===== src/rtl/spi_word_deserializer.sv =====
// SPI mode-0 target receiver: synchronises SCK/CS/MISO into clk, assembles WORD_W-bit words and
// queues them in a small FIFO with a valid/ready output. Optional byte swap: SPI_DES_BYTE_SWAP_EN.
module spi_word_deserializer #(
  parameter int WORD_W      = 16,
  parameter int FIFO_DEPTH  = 4,
  parameter int SYNC_STAGES = 2,
  parameter int CNT_W       = 8
) (
  input  logic              clk,
  input  logic              rst_n,
  input  logic              spi_sck,
  input  logic              spi_cs_n,
  input  logic              spi_miso,
  output logic [WORD_W-1:0] m_data,
  output logic              m_valid,
  input  logic              m_ready,
  output logic              frame_done,
  output logic [CNT_W-1:0]  frame_words,
  output logic              partial_err,
  output logic              overflow,
  input  logic              clear_ovf
);

  localparam int BW = $clog2(WORD_W);
  localparam int AW = $clog2(FIFO_DEPTH);
  localparam logic [BW-1:0] LAST_BIT = BW'(WORD_W - 1);
  localparam logic [AW:0]   FULL_CNT = (AW + 1)'(FIFO_DEPTH);

  typedef enum logic {IDLE, ACTIVE} state_t;

  logic [SYNC_STAGES-1:0] sck_sync, cs_sync, miso_sync;
  logic                   sck_d, cs_d, started, idle_ok;
  state_t                 state_q, state_d;
  logic [BW-1:0]          bit_cnt;
  logic [WORD_W-1:0]      shift_q, shifted, push_word;
  logic [CNT_W-1:0]       word_cnt, word_cnt_next;
  logic [WORD_W-1:0]      mem [FIFO_DEPTH];
  logic [AW:0]            wr_ptr, rd_ptr;

  // cs_n chain resets to idle so a reset never looks like the start of a frame.
  // NOTE: state uses non-blocking assignments so every flop samples pre-edge values.
  always_ff @(posedge clk or negedge rst_n) begin
    if (!rst_n) begin
      sck_sync  <= '0;
      cs_sync   <= '1;
      miso_sync <= '0;
      sck_d     <= 1'b0;
      cs_d      <= 1'b1;
      started   <= 1'b0;
      idle_ok   <= 1'b0;
    end else begin
      sck_sync  <= {sck_sync[SYNC_STAGES-2:0], spi_sck};
      cs_sync   <= {cs_sync[SYNC_STAGES-2:0], spi_cs_n};
      miso_sync <= {miso_sync[SYNC_STAGES-2:0], spi_miso};
      sck_d     <= sck_sync[SYNC_STAGES-1];
      cs_d      <= cs_sync[SYNC_STAGES-1];
      started   <= 1'b1;
      idle_ok   <= idle_ok | (started & cs_sync[0]);
    end
  end

  logic sck_s, cs_s, miso_s, sck_rise, cs_fall, cs_rise;
  assign sck_s    = sck_sync[SYNC_STAGES-1];
  assign cs_s     = cs_sync[SYNC_STAGES-1];
  assign miso_s   = miso_sync[SYNC_STAGES-1];
  assign sck_rise = sck_s & ~sck_d;
  assign cs_fall  = ~cs_s & cs_d;
  assign cs_rise  = cs_s & ~cs_d;

  // A frame only starts once CS has been seen high after reset, so a bus that was
  // already mid-frame at reset release is ignored until its next real falling edge.
  always_ff @(posedge clk or negedge rst_n) begin
    if (!rst_n) state_q <= IDLE;
    else        state_q <= state_d;
  end

  // NOTE: defaults first so no path through always_comb leaves a latch behind.
  always_comb begin
    state_d = state_q;
    case (state_q)
      IDLE:    if (cs_fall && idle_ok) state_d = ACTIVE;
      ACTIVE:  if (cs_rise) state_d = IDLE;
      default: state_d = IDLE;
    endcase
  end

  logic active, capture, word_done, frame_end;
  assign active    = (state_q == ACTIVE);
  assign capture   = active & sck_rise;
  assign word_done = capture & (bit_cnt == LAST_BIT);
  assign frame_end = active & cs_rise;
  assign shifted   = {shift_q[WORD_W-2:0], miso_s};

`ifdef SPI_DES_BYTE_SWAP_EN
  always_comb begin
    push_word = '0;
    for (int i = 0; i < WORD_W / 8; i++)
      push_word[i*8 +: 8] = shifted[WORD_W-8-i*8 +: 8];
  end
`else
  assign push_word = shifted;
`endif

  always_comb begin
    word_cnt_next = word_cnt;
    if (word_done && word_cnt != '1) word_cnt_next = word_cnt + 1'b1;
  end

  always_ff @(posedge clk or negedge rst_n) begin
    if (!rst_n) begin
      bit_cnt     <= '0;
      shift_q     <= '0;
      word_cnt    <= '0;
      frame_done  <= 1'b0;
      frame_words <= '0;
      partial_err <= 1'b0;
    end else begin
      frame_done  <= frame_end;
      partial_err <= frame_end & ~word_done & ((bit_cnt != '0) | capture);
      if (cs_fall) begin
        bit_cnt  <= '0;
        shift_q  <= '0;
        word_cnt <= '0;
      end else begin
        if (capture) begin
          shift_q  <= shifted;
          bit_cnt  <= word_done ? '0 : bit_cnt + 1'b1;
          word_cnt <= word_cnt_next;
        end
        // Partial bits at CS release are discarded.
        if (frame_end) begin
          bit_cnt     <= '0;
          shift_q     <= '0;
          frame_words <= word_cnt_next;
        end
      end
    end
  end

  logic empty, full, pop, push_ok, ovf_set;
  assign empty   = (wr_ptr == rd_ptr);
  assign full    = ((wr_ptr - rd_ptr) == FULL_CNT);
  assign pop     = ~empty & m_ready;
  assign push_ok = word_done & (~full | pop);
  assign ovf_set = word_done & full & ~pop;

  always_ff @(posedge clk or negedge rst_n) begin
    if (!rst_n) begin
      wr_ptr   <= '0;
      rd_ptr   <= '0;
      overflow <= 1'b0;
    end else begin
      if (push_ok) wr_ptr <= wr_ptr + 1'b1;
      if (pop)     rd_ptr <= rd_ptr + 1'b1;
      if (ovf_set)        overflow <= 1'b1;
      else if (clear_ovf) overflow <= 1'b0;
    end
  end

  // NOTE: storage is not reset; empty-gating of m_data keeps unwritten entries invisible.
  always_ff @(posedge clk) begin
    if (push_ok) mem[wr_ptr[AW-1:0]] <= push_word;
  end

  assign m_valid = ~empty;
  assign m_data  = empty ? '0 : mem[rd_ptr[AW-1:0]];

endmodule


===== config.mk =====
export PLATFORM = sky130hd
export DESIGN_NAME = spi_word_deserializer
export DESIGN_NICKNAME = d
export VERILOG_FILES = /design/src/rtl/spi_word_deserializer.sv
export SDC_FILE = /design/constraint.sdc
export NUM_CORES = 1
export LEC_CHECK = 0
export BUFFER_PORTS_ARGS = -buffer_cell sky130_fd_sc_hd__buf_2
export CAP_MARGIN = 20
export CORE_ASPECT_RATIO = 1.75
export CORE_MARGIN = 3
export CORE_UTILIZATION = 50
export DETAILED_ROUTE_END_ITERATION = 10
export GPL_TIMING_DRIVEN = 0
export PLACE_DENSITY = 0.71
export SLEW_MARGIN = 20
export SYNTH_ARGS = -nofsm -noshare
export SYNTH_HDL_FRONTEND = slang
export SYNTH_SLANG_ARGS = --single-unit

===== constraint.sdc =====
create_clock -name clk -period 3.1 [get_ports clk]
set_clock_uncertainty 0.1 [all_clocks]
set_input_delay 0 -clock clk [delete_from_list [all_inputs] [get_ports clk]]
set_output_delay 0 -clock clk [all_outputs]
set_load 0.02 [all_outputs]

==> metrics.md <==
| Metric | Value |
|---|---|
| Status | `finished clean` |
| Initial Util | `a little over half` |
| Psw | `between 0.7 and 0.8 mW` |
| Vias per cell | `5.25` |
| Fin crit period | `~3 ns` |
| Arr. time, crit path | `a little under 3 ns` |
| CP required | `a little over 3 ns` |
| Total clock buffers created by CTS | `17` |
| Slew headroom | `52.4%` |
| Slew Limit Fails | `0` |
| Layout cells sized above 1 | `26.2%` |
| Tot GR Track Use | `a little under a fifth` |
| Pwr/cell area | `650 nW/um^2` |
| Crit-path max FO | `16` |
| Clk sink count | `~120` |
| WL/cell | `around 16 microns` |
| CTS H-tree lvls | `4` |
| Core Area | `roughly 9200 sq um` |
| Synth Cell Area | `4820 sq um` |
| CP delay by family, top | `simple AND/OR/NAND/NOR gates` |
| Vias | `approximately 2800` |
| Sequential cell fraction of total power | `44.5%` |
| CTS tree | `built` |
| VDD IR max | `about 490 uV` |
| Number of flops mapped to enable cells by yosys | `64` |
| Sequential share of the synthesized area | `slightly below 70%` |
| Most numerous cell in the Yosys netlist | `edfxtp_1` |
| Final wirelength | `approximately 8600 microns` |
| Grt ovf | `0` |
| Max_cap viols | `0` |
| RePlAce Congestion | `around 0.76` |
| Worst slew pin tran | `0.714 ns` |
| Number of global-route vias before repair | `roughly 2800` |
| Total Die Area | `roughly 11000 sq um` |
| Final hold slack | `0.0770 ns` |
| Yosys top cell by area | `edfxtp_1` |
| Net Sw Frac | `about a fifth` |
| DR iter-0 viols | `between 100 and 150` |
| Pint | `slightly above 3 mW` |
| First-pass GRT wire length | `between 10000 and 15000 microns` |
| First-pass iteration count of the detailed router | `4` |
| Final Hold Fails | `0` |
| Clk buf depth | `2` |
| IO Pins | `35` |
| Maximum number of pins on one net before global-route repair | `between 50 and 60` |
| Synth async-reset ratio | `a little under half` |
| Slowest CP cell | `and2_2` |
| Area Growth Syn to Fin | `21.6%` |
| Chip height | `about 140 microns` |
| Max incr delay on CP | `0.48 ns` |
| Crit path capture type | `register` |
| Synth Flop Type | `edfxtp_1` |
| Clk_lat worst skew | `between 0.4 and 0.5 ns` |
| Most instantiated cells after synthesis | `edfxtp_1 (64), dfrtp_1 (52), nand2_1 (45)` |
| Clk pwr share | `53.0%` |
| Synthesized Nets | `approximately 350` |
| CTS root buf | `clkbuf_16` |
| Initial antenna violation count | `0` |
| Worst Path Buf+Inv | `3` |
| Cell Chain, Critical Path | `clkbuf_2 -> buf_2 -> inv_1 -> ha_1 -> and2_1 -> a311o_1 -> nor2_2 -> and2_2` |
| Fmax | `about 330 MHz` |
| Combinational power share | `about 2.4%` |
| N_diodes | `0` |
| Non-filler instance count after layout | `between 500 and 600` |
| Setup TNS | `0 ns` |
| Port bufs | `34` |
| Avg Cell Area, Syn | `about 15 sq um` |
| Synthesized flop and latch total | `roughly 120` |
| RSZ-0062 raised after global routing | `true` |
| Hpwl dp | `5590 microns` |
| CP startpoint kind | `register` |
| WS Path Type | `reg -> reg` |
| Antenna-violating nets left | `0` |
| Synth area leaders | `edfxtp_1 (40%), dfrtp_1 (27%), mux4_2 (7.5%)` |
| Ys Warns | `0` |
| Unique cell type count in the Yosys netlist | `43` |
| Width of the die | `about 80 microns` |
| Gate Count Post-Synth | `330` |
| Synth top area share | `about 40%` |
| DRC violations left | `0` |
| Lkg Pwr | `around 2.4 nW` |
| DP Cell Count | `between 400 and 500` |
| Nets | `between 400 and 500` |
| Row cnt | `46` |
| HP Class | `in -> async` |
| Final setup viols | `0` |
| Total power | `between 3 and 4 mW` |
| Final Cycle Share | `between 90% and 100%` |
| Clock transition at path regs | `around 0.050 ns` |
-- path summary, 6_finish.rpt --
check / start / endpoint / slack, ns / cells after the start
worst max-delay path: rd_ptr[1]$_DFFE_PN0N_ / mem[2][5]$_DFFE_PP_ / 0.10 / 8
worst min-delay path: rst_n / frame_words[6]$_DFFE_PN0P_ / 0.08 / 2
worst max register to register: rd_ptr[1]$_DFFE_PN0N_ / mem[2][5]$_DFFE_PP_ / 0.10 / 8
worst min register to register: miso_sync[0]$_DFF_PN0_ / miso_sync[1]$_DFF_PN0_ / 0.25 / 0
max in group asynchronous: rst_n / idle_ok$_DFF_PN0_ / 2.34 / 2
min in group clk: spi_cs_n / cs_sync[0]$_DFF_PN1_ / 0.13 / 2
-- metal layers --
layer / GRT usage [%] / share of wire, %
met5: 0 / 0
met2: 31.5 / 55
met1: 19.4 / 38
met4: 8.18 / 2.2
met3: 6.03 / 3.8
-- logic make-up after synthesis --
| family | Yosys count | share of synthesized area (%) |
|---|---|---|
| flops | 119 | 68.5 |
| simple gates | 107 | 11.4 |
| compound gates | 39 | 4.65 |
| mux | 23 | 9.01 |
| buf+inv | 22 | 1.95 |
| fa+ha+maj | 10 | 2.60 |
| xor+xnor | 9 | 1.79 |
| other cells | 1 | 0.0778 |
-- final cells by class --
cell class	instances	area (sq um)
plain buffers	13	62.6
repair buffers	43	265
clock inverters	11	153
clock buffers	21	460
inverters	9	33.8
well taps	120	150
fillers	691	3350
multi-input cells	189	1430
flip-flops and latches	119	3300
-- cells in the final DEF, fill, tap and decap left out, types with 2 or more instances in the layout --
cell           instances
a21oi_1               21
nor2_1                11
xor2_1                 5
a31oi_1                2
mux2_2                 3
nand3b_1               2
clkinv_1               2
bufinv_16              4
o21ai_0                9
mux4_2                16
nand3_1                6
xnor2_1                3
nor2b_1                2
nor3_1                 3
dlygate4sd3_1          7
buf_2                 39
clkbuf_2               2
and2_1                18
and2_2                 3
dfstp_2                3
inv_1                  9
mux2i_1                4
ha_1                  10
or3_1                  2
nand4_1                3
buf_4                  3
edfxtp_1              64
clkbuf_16             17
dfrtp_1               52
nand2_1               45
or2_2                  2
clkinv_2               5
clkbuf_8               2
nor4_1                 3
clkbuf_1               6
-- power groups by stage --
stage / clock network, mW / logic (mW) / registers [mW]
floorplan: 0 / 0.0370 / 1.73
global placement: 0 / 0.0858 / 1.72
detailed placement: 0 / 0.0875 / 1.72
CTS: 2.05 / 0.0945 / 1.70
global route: 2.12 / 0.105 / 1.70
finish: 2.02 / 0.0924 / 1.70
-- sequential cells by signal, indices dropped and copies added, names as in the netlist --
signal	count
word_cnt	8
shift_q	15
wr_ptr	3
cs_d	1
miso_sync	2
idle_ok	1
sck_sync	2
frame_done	1
active	1
sck_d	1
overflow	1
started	1
frame_words	8
rd_ptr	3
bit_cnt	4
cs_sync	2
mem	64
partial_err	1
-- timing repair --
item,4_1_cts,5_1_grt
hold buffers,7,0
buffers inserted,0,1
pin swaps,0,0
gates resized for setup,4,2
endpoints found under the setup margin,74,70
gates cloned,0,0
hold endpoints to repair,62,0
-- per-stage QoR --
stage	cell area [sq um]	util, %	setup WS [ns]
after global placement	5140	55.8	-0.799
after floorplan	4820	-	0.178
after global routing	5860	63.6	-0.109
after detailed placement	5160	56.1	-0.516
final	5860	63.6	0.101
after CTS	5850	63.5	0.00290
(Power assumes the default switching activity.)
